<file path="src/rtl/alt_counter_pkg.sv">
// Shared types and helpers for the alt_counter_bank counter lanes.
package alt_counter_pkg;

    typedef enum logic {
        CNT_WRAP     = 1'b0,
        CNT_SATURATE = 1'b1
    } counter_mode_e;

    typedef enum logic [1:0] {
        OP_HOLD = 2'd0,
        OP_LOAD = 2'd1,
        OP_INC  = 2'd2,
        OP_DEC  = 2'd3
    } counter_op_e;

    // LSB position of a lane inside a packed per-lane bus.
    function automatic int unsigned lane_lsb(input int unsigned lane, input int unsigned width);
        return lane * width;
    endfunction

    // Maps the integer saturate parameter onto the mode enum.
    function automatic counter_mode_e to_mode(input int unsigned saturate);
        return (saturate != 0) ? CNT_SATURATE : CNT_WRAP;
    endfunction

endpackage

</file>
<file path="src/rtl/alt_counter_lane.sv">
// One counter channel: load/incr/decr with step, wrap or saturate,
// registered zero/max flags, sticky overflow/underflow and threshold compare.
module alt_counter_lane
    import alt_counter_pkg::*;
#(
    parameter int unsigned        C_WIDTH      = 8,
    parameter int unsigned        C_STEP_WIDTH = 4,
    parameter counter_mode_e      C_MODE       = CNT_WRAP,
    parameter logic [C_WIDTH-1:0] C_INIT       = '0
) (
    input  logic                    clk,
    input  logic                    rst_n,
    input  logic                    clken_i,
    input  logic                    load_i,
    input  logic [C_WIDTH-1:0]      load_value_i,
    input  logic                    incr_i,
    input  logic                    decr_i,
    input  logic [C_STEP_WIDTH-1:0] step_i,
    input  logic                    clear_flags_i,
    input  logic [C_WIDTH-1:0]      threshold_i,
    output logic [C_WIDTH-1:0]      count_o,
    output logic                    is_zero_o,
    output logic                    is_max_o,
    output logic                    at_thresh_o,
    output logic                    ovf_o,
    output logic                    udf_o
);

    localparam int unsigned        W1      = C_WIDTH + 1;
    localparam logic [C_WIDTH-1:0] MAX_VAL = '1;

    counter_op_e        op_c;
    logic [W1-1:0]      sum_c;
    logic [W1-1:0]      diff_c;

    logic [C_WIDTH-1:0] count_q,   count_d;
    logic               is_zero_q, is_zero_d;
    logic               is_max_q,  is_max_d;
    logic               ovf_q,     ovf_d;
    logic               udf_q,     udf_d;

    // Decode strobes into a single op; load dominates, incr+decr cancels.
    always_comb begin
        op_c = OP_HOLD;
        if (load_i) begin
            op_c = OP_LOAD;
        end else if (incr_i && !decr_i) begin
            op_c = OP_INC;
        end else if (decr_i && !incr_i) begin
            op_c = OP_DEC;
        end
    end

    // The extra top bit is the carry (sum) or borrow (difference).
    assign sum_c  = W1'(count_q) + W1'(step_i);
    assign diff_c = W1'(count_q) - W1'(step_i);

    always_comb begin
        count_d = count_q;
        ovf_d   = ovf_q;
        udf_d   = udf_q;

        if (clken_i) begin
            // Clear first so a same-cycle event re-sets the flag.
            if (clear_flags_i) begin
                ovf_d = 1'b0;
                udf_d = 1'b0;
            end

            case (op_c)
                OP_LOAD: begin
                    count_d = load_value_i;
                end
                OP_INC: begin
                    if (sum_c[C_WIDTH]) begin
                        ovf_d   = 1'b1;
                        count_d = (C_MODE == CNT_SATURATE) ? MAX_VAL : sum_c[C_WIDTH-1:0];
                    end else begin
                        count_d = sum_c[C_WIDTH-1:0];
                    end
                end
                OP_DEC: begin
                    if (diff_c[C_WIDTH]) begin
                        udf_d   = 1'b1;
                        count_d = (C_MODE == CNT_SATURATE) ? '0 : diff_c[C_WIDTH-1:0];
                    end else begin
                        count_d = diff_c[C_WIDTH-1:0];
                    end
                end
                default: begin
                    count_d = count_q;
                end
            endcase
        end

        // Flags derive from the next count so they register on the same edge.
        is_zero_d = (count_d == '0);
        is_max_d  = (count_d == MAX_VAL);
    end

    always_ff @(posedge clk or negedge rst_n) begin
        if (!rst_n) begin
            count_q   <= C_INIT;
            is_zero_q <= (C_INIT == '0);
            is_max_q  <= (C_INIT == MAX_VAL);
            ovf_q     <= 1'b0;
            udf_q     <= 1'b0;
        end else begin
            count_q   <= count_d;
            is_zero_q <= is_zero_d;
            is_max_q  <= is_max_d;
            ovf_q     <= ovf_d;
            udf_q     <= udf_d;
        end
    end

    assign count_o     = count_q;
    assign is_zero_o   = is_zero_q;
    assign is_max_o    = is_max_q;
    assign ovf_o       = ovf_q;
    assign udf_o       = udf_q;
    assign at_thresh_o = (count_q >= threshold_i);

endmodule

</file>
<file path="src/rtl/alt_counter_bank.sv">
// Bank of independent up/down counter lanes sharing clock, reset and enable.
module alt_counter_bank
    import alt_counter_pkg::*;
#(
    parameter int unsigned        C_CHANNELS   = 4,
    parameter int unsigned        C_WIDTH      = 8,
    parameter int unsigned        C_STEP_WIDTH = 4,
    parameter int unsigned        C_SATURATE   = 0,
    parameter logic [C_WIDTH-1:0] C_INIT       = '0
) (
    input  logic                             clk,
    input  logic                             rst_n,
    input  logic                             clken,
    input  logic [C_CHANNELS-1:0]            load,
    input  logic [C_CHANNELS*C_WIDTH-1:0]    load_value,
    input  logic [C_CHANNELS-1:0]            incr,
    input  logic [C_CHANNELS-1:0]            decr,
    input  logic [C_CHANNELS*C_STEP_WIDTH-1:0] step,
    input  logic [C_CHANNELS-1:0]            clear_flags,
    input  logic [C_WIDTH-1:0]               threshold,
    output logic [C_CHANNELS*C_WIDTH-1:0]    count,
    output logic [C_CHANNELS-1:0]            is_zero,
    output logic [C_CHANNELS-1:0]            is_max,
    output logic [C_CHANNELS-1:0]            at_thresh,
    output logic [C_CHANNELS-1:0]            ovf,
    output logic [C_CHANNELS-1:0]            udf
);

    localparam counter_mode_e MODE = to_mode(C_SATURATE);

    // One lane per channel, each on its own slice of the packed buses.
    for (genvar i = 0; i < C_CHANNELS; i++) begin : g_lane
        localparam int unsigned CNT_LSB  = lane_lsb(i, C_WIDTH);
        localparam int unsigned STEP_LSB = lane_lsb(i, C_STEP_WIDTH);

        alt_counter_lane #(
            .C_WIDTH      (C_WIDTH),
            .C_STEP_WIDTH (C_STEP_WIDTH),
            .C_MODE       (MODE),
            .C_INIT       (C_INIT)
        ) u_lane (
            .clk           (clk),
            .rst_n         (rst_n),
            .clken_i       (clken),
            .load_i        (load[i]),
            .load_value_i  (load_value[CNT_LSB +: C_WIDTH]),
            .incr_i        (incr[i]),
            .decr_i        (decr[i]),
            .step_i        (step[STEP_LSB +: C_STEP_WIDTH]),
            .clear_flags_i (clear_flags[i]),
            .threshold_i   (threshold),
            .count_o       (count[CNT_LSB +: C_WIDTH]),
            .is_zero_o     (is_zero[i]),
            .is_max_o      (is_max[i]),
            .at_thresh_o   (at_thresh[i]),
            .ovf_o         (ovf[i]),
            .udf_o         (udf[i])
        );
    end

endmodule

</file>
<file path="config.mk">
export PLATFORM = sky130hd
export DESIGN_NAME = alt_counter_bank
export DESIGN_NICKNAME = d
export VERILOG_FILES = /design/src/rtl/alt_counter_pkg.sv /design/src/rtl/alt_counter_lane.sv /design/src/rtl/alt_counter_bank.sv
export SDC_FILE = /design/constraint.sdc
export NUM_CORES = 1
export LEC_CHECK = 0
export ABC_AREA = 1
export CORE_ASPECT_RATIO = 2
export CORE_MARGIN = 2
export CORE_UTILIZATION = 45
export CTS_BUF_LIST = sky130_fd_sc_hd__clkbuf_4
export CTS_CLUSTER_SIZE = 12
export DETAILED_ROUTE_END_ITERATION = 10
export PLACE_DENSITY = 0.72
export SLEW_MARGIN = 0
export SYNTH_ARGS = -nofsm -noshare
export SYNTH_HDL_FRONTEND = slang
export SYNTH_HIERARCHICAL = 1
export SYNTH_SLANG_ARGS = --single-unit
export TNS_END_PERCENT = 5
</file>
<file path="constraint.sdc">
create_clock -name clk -period 2.5 [get_ports clk]
set_input_delay 0.5 -clock clk [delete_from_list [all_inputs] [get_ports clk]]
set_output_delay 0.5 -clock clk [all_outputs]
set_load 0.1 [all_outputs]
</file>
== Yosys cells after proc, flatten, opt, wreduce, memory -nomap -nowiden ==
Index checks and enable logic that the tools add are counted.

* Register bits after elaboration: 48

* Muxes and demuxes: 44
* Magnitude comparators: 4
* Eq/ne operators: 16
* Reduce and logical (&&, ||, !) cells: 20
* $add $sub $neg: 8

{| class="wikitable"
|+ Operator list
! cell !! number
|-
| 8-bit case mux with 3 select lines || 4
|-
| 8-bit by 4-bit adder with 9-bit output || 4
|-
| 8-bit by 4-bit subtractor with 9-bit output || 4
|-
| 8-bit == test (second input constant) || 4
|-
| 8-bit greater-or-equal comparator || 4
|-
| 8-bit zero test || 4
|-
| 8-bit two-way mux || 4
|-
| 1-bit two-way mux || 24
|-
| 2-bit two-way mux || 12
|-
| 2-bit == test (second input constant) || 8
|-
| 2-bit by 1-bit == test with 1-bit output (second input constant) || 4
|-
| 1-bit logical AND || 8
|-
| 1-bit zero test || 8
|}

== Longest topological paths before layout ==
Gate-level depths: netlist (run 1).

* Depth in word-level cells: 9
* Depth in mapped cells: 15
* Gate-level depth less buffers: 15

== By module ==
The synthesis (run 1) kept the hierarchy.

{| class="wikitable"
|+ Modules (own cells, without submodules)
! module !! times used !! cells an instance !! seq. area each (um^2) !! area an instance (um^2)
|-
| alt_counter_lane || 4 || 230 || 301.5 || 1,461.4
|}

== Worst setup path after synthesis (run 1) ==
Ideal clock, no wire load.

* Path kind: reg-to-output
* From: register g_lane[0].u_lane.count_q[4]
* To: output port at_thresh[0]
* Arrival time: 2.884 ns
* Cell stages (with the launch flop): 4
* Buffers on the path: 0
* Required time: 2.000 ns
* Path slack: -0.884 ns
* Cells stage by stage: dfrtp_1 > ha_1 > a21oi_1 > o2111ai_1

* Word-level cells in the longest chain between the ends: 1

{| class="wikitable"
|+ Ends and longest elaborated chain
! item !! RTL line !! source
|-
| from (decl) || alt_counter_lane.sv:36 || <nowiki>logic [C_WIDTH-1:0] count_q, count_d;</nowiki>
|-
| from (signal assigned) || alt_counter_lane.sv:109 || <nowiki>count_q <= count_d;</nowiki>
|-
| 8-bit greater-or-equal comparator || alt_counter_lane.sv:122 || <nowiki>assign at_thresh_o = (count_q >= threshold_i);</nowiki>
|-
| to (decl) || alt_counter_bank.sv:24 || <nowiki>output logic [C_CHANNELS-1:0] at_thresh,</nowiki>
|}

No other way between the ends.

== Worst setup path in the final report (run 1) ==
* From: input port threshold[6]
* To: output port at_thresh[2]

* Word-level cells in the longest chain between the ends: 1

{| class="wikitable"
|+ Ends and longest elaborated chain
! item !! RTL line !! source
|-
| from (decl) || alt_counter_bank.sv:20 || <nowiki>input logic [C_WIDTH-1:0] threshold,</nowiki>
|-
| 8-bit greater-or-equal comparator || alt_counter_lane.sv:122 ||
|}

No other way between the ends.

==> impl_metrics.ini, run 1 <==
[status]
status = completed

[logic_synthesis]
avgSynthCellArea_um2 = 6.354
yosysSeqAreaShare_pct = 20.63
synth_top_area_share_pct = 18.84
synth_nets = 1075
synth_top_family_by_area = simple AND/OR/NAND/NOR gates
netlist_instances = 920
ys_warn_count = 6
ys_types = 24
synth.area.top_cells = dfrtp_1 19%, nand2_1 18%, ha_1 15%, nand3_1 12%, inv_1 11%
synth-compound-area-share_pct = 5.908
yosys.area_share.simple_pct = 41.01
netlist_area_um2 = 5846
muxShareOfSynthArea_pct = 0
synth_xor_area_share_pct = 1.199
synth.largest_area_cell = dfrtp_1
yosys_register_bits = 48
yosys.area_share.adder_pct = 18.15

[floorplan]
dieArea_um2 = 13970
num_io_pins = 127
rows = 58
start_util_pct = 46.29
die_y_um = 165.2
core-area_um2 = 12630
die_width_um = 84.59

[min_path]
hold_path_class = input pin to async pin

[worst_setup_path]
critPathKind = input pin to output port
slowest_delay_ns = 0.31
crit_chain = dlygate4sd2_1 > inv_1 > ha_1 > nand2_1 > nor2_1 > nand4_1 > o2111ai_4 > buf_12
r2r_slack_ns = 0.33
startpoint_type = input pin
worst-endpoint-arrival_ns = 1.91
cp_top_family = buffers and inverters
crit-reg2reg-launch = g_lane[2].u_lane/count_o[0]
required_ns = 2.00
crit_path_end_kind = output port
r2r_end = g_lane[2].u_lane/is_max_o
cp_max_fo = 4
slowest_stage = dlygate4sd2_1
crit_buf_inv = 3
reg2reg_depth = 15

[final_layout]
syn2layout_area_growth_pct = 39.21
nNetsFinal = 1297
fin_area_um2 = 8138
drive_gt1_share_pct = 20.47

[drt]
routedWlPerCell_um = 14.31
via_per_inst = 5.104
postRouteAntennaNets = 0
dr.first_iter.drc_count = 348
dr.pass1.iters = 5
drt-total-wl_um = 18520
vias = 6604
drc = 0

[clock_network]
root_buffer = clkbuf_4
path_clk_slew_ns = 0.15
cts_max_level = 2
clk_path_buf_depth = 2
clock_sinks = 48
cts_tree = built
insertion_delay_ns = 0.39
cts_buffers = 5

[global_routing]
grtUsageMet3_pct = 2.237
grt.overflow.total = 0
grt_max_degree = 49
grt.busiest_layer = met2
grt_use_total_pct = 26.62
grt_antenna_before_repair = 1
grt.met2_usage_pct = 54.47
grt_first_pass_wirelength_um = 29850
grt_use_met1_pct = 25.42
grt_pass1_vias = 6566

[placement]
dpl_cell_area_um2 = 7929
routabilityCongestion = 0.9926
dp_hpwl_um = 15470
portBuffers = 126
place_ws_ns = -0.1868

[power_and_ir_drop]
switching_power_mw = 2.646
vdd_drop_max_mv = 0.5598
p_int_mw = 2.264
p_clk_share_pct = 10.2
power.share.sequential_pct = 21.8
p_comb_share_pct = 68.0
powerDensity_nw_per_um2 = 603.4
p_sw_share_pct = 53.89
finalPower_mw = 4.910
leakagePower_nw = 4.439

[sta]
hold_ws_ns = 0.06932
min_period_over_period_pct = 96.25
rsz0062_at_grt = true
worstMarginPinSlew_ns = 0.3039
fmax_mhz = 415.6
slew_headroom_pct = 79.68
slew_viol_final = 0
finalClockSkew_ns = 0.01019
fin_crit_ns = 2.406
hold_viol_final = 0
finalWorstSetupSlack_ns = 0.09368
finalSetupViolations = 0

[job]
max_cap_violations = 0
registers in the layout, summed over array words and instances, names as in the netlist:
| signal | cells |
|---|---|
| g_lane.u_lane/is_zero_o | 4 |
| g_lane.u_lane/udf_o | 4 |
| g_lane.u_lane/count_o | 32 |
| g_lane.u_lane/is_max_o | 4 |
| g_lane.u_lane/ovf_o | 4 |
cells in the mapped netlist (all sizes together):
library cell	number
nand3	144
fa	8
or2	4
a22oi	4
xor2	4
nand2	284
nand4	12
o2111ai	4
xnor2	4
buf	12
dfstp	4
ha	72
nor2	92
o21ai	16
inv	172
a21oi	40
dfrtp	44
routing by layer:
layer / wire (um) / vias up
met4: 997 / 0
met2: 10540 / 196
met3: 640 / 62
met1: 6349 / 3001
li1: - / 3345
met5: 0 / -
metrics by stage:
step                      util, %  setup TNS (ns)  cells
final                       64.45               0   1294
after global routing        64.45        -0.01558   1294
after CTS                   63.38               0   1278
after detailed placement    62.79          -1.785   1270
after global placement      62.79          -1.431   1270
after floorplan                 -       -0.003032    920
kinds of logic (layout without fill, tap and decap cells):
| group | count (synthesis) | count (layout) |
|---|---|---|
| AOI/OAI and AO/OA | 64 | 64 |
| xor gates and xnor gates | 8 | 8 |
| adders and majority gates | 80 | 80 |
| buffers and inverters | 184 | 407 |
| DFF | 48 | 48 |
| other | 0 | 1 |
| and+or+nand+nor | 536 | 536 |
power groups by stage:
stage	sequential (mW)	combinational (mW)	clock, mW
after global routing	1.08	3.66	0.542
after global placement	1.12	3.18	0
after CTS	1.10	3.22	0.518
after floorplan	1.76	1.49	0
final	1.07	3.34	0.501
after detailed placement	1.12	3.22	0
timing repair:
action	CTS	global route
gates resized for setup	8	14
pin swaps	0	2
hold buffers	0	0
endpoints found under the setup margin	4	4
setup buffers	0	15
final cells by class:
class / count / area [um2]
diodes: 1 / 2.502
clock buffers: 5 / 37.54
clock inverters: 3 / 46.29
fillers: 1199 / 4489
inverters: 172 / 655.6
multi-input cells: 688 / 3966
flip-flops and latches: 48 / 1236
well taps: 150 / 187.7
repair buffers: 227 / 2006
how the worst max path moves through the flow:
| stage | start | endpoint | slack (ns) | cells past startpoint |
|---|---|---|---|---|
| 2_1_floorplan | g_lane[1].u_lane/count_o[4] | at_thresh[1] | -0.001 | 5 |
| 3_3_place_gp | threshold[1] | at_thresh[3] | -0.16 | 8 |
| 3_5_place_dp | threshold[1] | at_thresh[3] | -0.19 | 8 |
| 4_1_cts | g_lane[3].u_lane/count_o[1] | at_thresh[3] | 0.03 | 6 |
| 5_1_grt | g_lane[0].u_lane/count_o[7] | at_thresh[0] | -0.02 | 6 |
| 6_report | threshold[6] | at_thresh[2] | 0.09 | 8 |
placed cells by master, fill, tap and decap left out, types with 2 or more instances in the layout:
cell,instances
nand2_1,280
inv_1,162
nand3_1,144
buf_4,142
nor2_1,75
ha_1,71
clkdlybuf4s50_1,65
a21oi_1,38
dfrtp_2,24
dfrtp_1,20
nor2_4,12
nand4_1,12
o21ai_0,12
buf_12,11
fa_1,8
inv_2,6
clkbuf_4,5
dlygate4sd2_1,5
nor2_8,4
inv_4,4
or2_2,4
xor2_1,4
xnor2_1,4
nand2_2,4
o21ai_1,4
a22oi_1,4
o2111ai_4,4
dfstp_2,4
a21oi_2,2
clkbuf_2,2
Power figures use the tool's default switching activity.
==> run 2, diff against run 1 <==
--- a/config.mk
+++ b/config.mk
@@ -13,6 +13,7 @@
 export CTS_CLUSTER_SIZE = 12
 export DETAILED_ROUTE_END_ITERATION = 10
 export PLACE_DENSITY = 0.72
+export SETUP_SLACK_MARGIN = 0.05
 export SLEW_MARGIN = 0
 export SYNTH_ARGS = -nofsm -noshare
 export SYNTH_HDL_FRONTEND = slang
==> constraint.sdc (replaced) <==
create_clock -name clk -period 3 [get_ports clk]
set_input_delay 0.6 -clock clk [delete_from_list [all_inputs] [get_ports clk]]
set_output_delay 0.6 -clock clk [all_outputs]
set_load 0.1 [all_outputs]
==> run 2 against run 1 <==
Against the previous run:
- clock skew up 0.0035 ns
- cell count down 6.8%
- sequential power down 15%
- combinational power down 28%
- die area unchanged
- first-iteration DRC count down 53%
- design area down 11%
- sequential share of layout area up 1.4 points
==> impl_metrics.ini, run 2 (synthesized netlist as in run 1, its figures left out) <==
[status]
status = completed

[final_layout]
fin_area_um2 = 7276
syn2layout_area_growth_pct = 24.46
largest_reg_flops = 32
mostFrequentLayoutCell = nand2_1
nNetsFinal = 1209
nFillCells = 1268
post-route-util_pct = 57.62
drive_gt1_share_pct = 10.62
final_cell_mix = 280 x nand2_1, 164 x inv_1, 144 x nand3_1, 76 x nor2_1

[clock_network]
ctsHoldBuffers = 0
root_buffer = clkbuf_4
clk_path_buf_depth = 2
cts_resized = 0
clock_sinks = 48
path_clk_slew_ns = 0.15
cts_max_level = 2
insertion_delay_ns = 0.37
post-cts-setup-buffers = 0
cts_tree = built
cts_buffers = 5

[worst_setup_path]
crit-reg2reg-launch = g_lane[0].u_lane/count_o[0]
crit_path_start = threshold[6]
required_ns = 2.40
critPathKind = input pin to output port
startpoint_type = input pin
worst-endpoint-arrival_ns = 2.25
cp_max_fo = 4
crit_path_end_kind = output port

[floorplan]
core-area_um2 = 12630
start_util_pct = 46.29
die_y_um = 165.2
num_io_pins = 127
die_width_um = 84.59
dieArea_um2 = 13970
rows = 58

[placement]
routabilityCongestion = 0.9301
place_ws_ns = 0.08020
dp_hpwl_um = 13560
portBuffers = 126
dpl_cell_area_um2 = 7203

[power_and_ir_drop]
powerDensity_nw_per_um2 = 498.3
leakagePower_nw = 4.000
vdd_drop_max_mv = 0.3643
finalPower_mw = 3.626

[sta]
finalWorstSetupSlack_ns = 0.1513
slew_viol_final = 0
slew_headroom_pct = 61.94
rsz0062_at_grt = true
fmax_mhz = 351.0
worstMarginPinSlew_ns = 0.5709
min_period_over_period_pct = 94.96
finalClockSkew_ns = 0.01369
finalSetupViolations = 0
hold_ws_ns = 0.1971
hold_viol_final = 0
fin_crit_ns = 2.849

[global_routing]
grt_use_total_pct = 23.26
grt_antenna_before_repair = 0
grt_max_degree = 27
grt_pass1_vias = 5940
grt.overflow.total = 0
grt_first_pass_wirelength_um = 26400

[drt]
via_per_inst = 5.103
dr.pass1.iters = 5
routedWlPerCell_um = 13.40
drc = 0
vias = 6154
postRouteAntennaNets = 0
dr.first_iter.drc_count = 164
drt-total-wl_um = 16160

[job]
max_cap_violations = 0

[min_path]
hold_path_class = input pin to async pin
## run 2: changes by cell type in the layout (fill, tap and decap cells not counted), sizes merged
cell           previous run  this run
dlygate4sd2               5         0
bufinv                    1         0
dlymetal6s2s              0         1
clkdlybuf4s15             1         0
clkbuf                    7         5
clkinvlp                  1         0
buf                     154        66
clkdlybuf4s50            65        72
clkinv                    0         2
## run 2: metrics by stage
stage	TNS, ns	instances
after detailed placement	0	1197
after floorplan	-1.452	920
after CTS	0	1205
after global placement	0	1197
final	0	1206
after global routing	0	1205
## run 2: worst paths after layout
check / endpoint / slack, ns / depth (start not counted)
setup / recovery: at_thresh[1] / 0.15 / 8
min in group clk: g_lane[2].u_lane/ovf_o / 0.50 / 2
setup reg to reg: g_lane[0].u_lane/is_max_o / 0.77 / 15
max in group asynchronous: g_lane[2].u_lane/is_zero_o / 2.01 / 2
hold / removal: g_lane[3].u_lane/count_o[1] / 0.20 / 1
hold reg to reg: g_lane[2].u_lane/ovf_o / 0.50 / 2
## run 2: layout make-up
class	count	area, um2	share of cell area [%]
tap	150	187.7	2.580
sequential	48	1206	16.58
timing repair buffer	139	1276	17.54
clock buffer	5	37.54	0.5159
inverter	172	655.6	9.011
clock inverter	3	17.52	0.2408
antenna	1	2.502	0.03439
multi-input combinational	688	3892	53.50
## run 2: routing by layer
| layer | GRT usage, % | part of all wire, % | up-vias |
|---|---|---|---|
| li1 | - | - | 3164 |
| met1 | 23.69 | 37 | 2792 |
| met2 | 47.10 | 56 | 158 |
| met3 | 1.938 | 3.4 | 40 |
| met4 | 9.596 | 3.6 | 0 |
| met5 | 0 | 0 | - |
## run 2: worst max-delay path: stages
cell             delay (ns)
clkdlybuf4s50_1        0.59
inv_1                  0.08
ha_1                   0.28
nand2_1                0.07
nor2_1                 0.14
nand4_1                0.12
o2111ai_2              0.15
buf_12                 0.22
## run 2: power breakdown
part           internal [mW]  switching (mW)
logic                  0.742            1.67
clock network         0.0909           0.215
registers              0.727           0.181
total                   1.56            2.07
==> run 3, diff against run 2 <==
--- a/config.mk
+++ b/config.mk
@@ -8,13 +8,11 @@
 export ABC_AREA = 1
 export CORE_ASPECT_RATIO = 2
 export CORE_MARGIN = 2
-export CORE_UTILIZATION = 45
+export CORE_UTILIZATION = 33
 export CTS_BUF_LIST = sky130_fd_sc_hd__clkbuf_4
 export CTS_CLUSTER_SIZE = 12
 export DETAILED_ROUTE_END_ITERATION = 10
-export PLACE_DENSITY = 0.72
 export SETUP_SLACK_MARGIN = 0.05
-export SLEW_MARGIN = 0
 export SYNTH_ARGS = -nofsm -noshare
 export SYNTH_HDL_FRONTEND = slang
 export SYNTH_HIERARCHICAL = 1
==> run 3 against run 2 <==
Against the previous run:
- flip-flop and latch count unchanged
- clock-buffer cell count increased by 1
- first-iteration DRC count grew 1.2%
- die area up 35%
- utilization is 15 points lower
- critical path depth unchanged
- wire length up 12%
- global-route usage fell by 3.9 points
- design area up 1.3%
- setup slack is essentially flat
- via count grew 0.11%
==> impl_metrics.ini, run 3 (synthesized netlist as in run 1, its figures left out) <==
[sta]
fmax_mhz = 351.1
slew_viol_final = 0
worstMarginPinSlew_ns = 0.6611
min_period_over_period_pct = 94.95
slew_headroom_pct = 55.93
hold_viol_final = 0
finalSetupViolations = 0
finalClockSkew_ns = 0.01426
fin_crit_ns = 2.849
hold_ws_ns = 0.3197
rsz0062_at_grt = true

[worst_setup_path]
worst-endpoint-arrival_ns = 2.25
reg2reg_depth = 15
crit_path_end_kind = output port
cp_max_fo = 4
startpoint_type = input pin
crit-reg2reg-launch = g_lane[2].u_lane/count_o[0]
r2r_slack_ns = 0.77
required_ns = 2.40
r2r_end = g_lane[2].u_lane/is_max_o
critPathKind = input pin to output port

[drt]
via_per_inst = 4.855
dr.first_iter.drc_count = 166
vias = 6161
routedWlPerCell_um = 14.20
drc = 0
postRouteAntennaNets = 0
drt-total-wl_um = 18020
dr.pass1.iters = 4

[final_layout]
nFillCells = 1917
drive_gt1_share_pct = 10.87
syn2layout_area_growth_pct = 26.11
largest_reg_flops = 32
final_cell_mix = 280 x nand2_1, 164 x inv_1, 144 x nand3_1, 76 x nor2_1, 72 x ha_1
mostFrequentLayoutCell = nand2_1
post-route-util_pct = 42.68
fin_area_um2 = 7372
nNetsFinal = 1213

[clock_network]
cts_buffers = 5
clock_sinks = 48
cts_max_level = 2
cts_tree = built
clk_path_buf_depth = 2
post-cts-setup-buffers = 0
insertion_delay_ns = 0.37
root_buffer = clkbuf_4
path_clk_slew_ns = 0.14

[power_and_ir_drop]
vdd_drop_max_mv = 0.2484
finalPower_mw = 3.641
leakagePower_nw = 4.024
powerDensity_nw_per_um2 = 493.8

[placement]
portBuffers = 126
dp_hpwl_um = 15100
routabilityCongestion = 0.8698
dpl_cell_area_um2 = 7308

[floorplan]
start_util_pct = 33.85
core-area_um2 = 17270
die_width_um = 98.11
die_y_um = 192.2
num_io_pins = 127
dieArea_um2 = 18860
rows = 68

[global_routing]
grt_first_pass_wirelength_um = 29410
grt.overflow.total = 0
grt_antenna_before_repair = 1
grt_use_total_pct = 19.32
grt_pass1_vias = 6106
grt_max_degree = 49

[job]
max_cap_violations = 0

[status]
status = completed

[min_path]
hold_path_class = input pin to async pin
-- run 3: area by class of cell --
class	instances	area (um2)	share of cell area, %
Tap cell	210	262.8	3.564
Clock inverter	1	5.005	0.06789
Clock buffer	6	45.04	0.6110
Antenna cell	1	2.502	0.03394
Inverter	172	655.6	8.893
Timing Repair Buffer	143	1309	17.75
Sequential cell	48	1206	16.36
Multi-Input combinational cell	688	3886	52.72
-- run 3: timing repair --
action | in CTS | in global routing
resized for setup | 0 | 3
setup endpoints to repair | 0 | 3
hold buffers | 0 | 0
-- run 3: how the worst max path moves through the flow --
| stage | start | endpoint | slack [ns] |
|---|---|---|---|
| after floorplan | g_lane[1].u_lane/count_o[4] | at_thresh[1] | -0.48 |
| after CTS | threshold[1] | at_thresh[1] | 0.06 |
| after global routing | threshold[1] | at_thresh[1] | 0.03 |
| final | threshold[1] | at_thresh[1] | 0.15 |
| after detailed placement | threshold[1] | at_thresh[1] | 0.06 |
| after global placement | threshold[1] | at_thresh[1] | 0.09 |
-- run 3: metal layers --
layer  global-route usage [%]  part of all wire [%]
met3                    1.601                   3.1
met2                    38.70                    57
met4                    7.585                   3.4
met1                    20.25                    37
met5                        0                     0
-- run 3: critical path, stage by stage --
cell and delay [ns]:
clkdlybuf4s50_1 0.57, inv_1 0.07, ha_1 0.30, a21oi_1 0.15, o21ai_0 0.10, nand2_1 0.08
o2111ai_2 0.16, buf_12 0.22
-- run 3: per-stage QoR --
| step | TNS [ns] | std cells | worst slack, ns |
|---|---|---|---|
| 5_1_grt | 0 | 1269 | 0.02551 |
| 6_report | 0 | 1269 | 0.1514 |
| 3_3_place_gp | 0 | 1261 | 0.08507 |
| 2_1_floorplan | -1.452 | 920 | -0.4838 |
| 4_1_cts | 0 | 1268 | 0.06098 |
| 3_5_place_dp | 0 | 1261 | 0.06166 |
-- run 3: where the power goes --
part	switching, mW	leakage [nW]	internal [mW]	total [mW]
clock	0.205	0.0315	0.0959	0.301
sequential	0.192	0.576	0.726	0.918
combinational	1.68	3.42	0.741	2.42
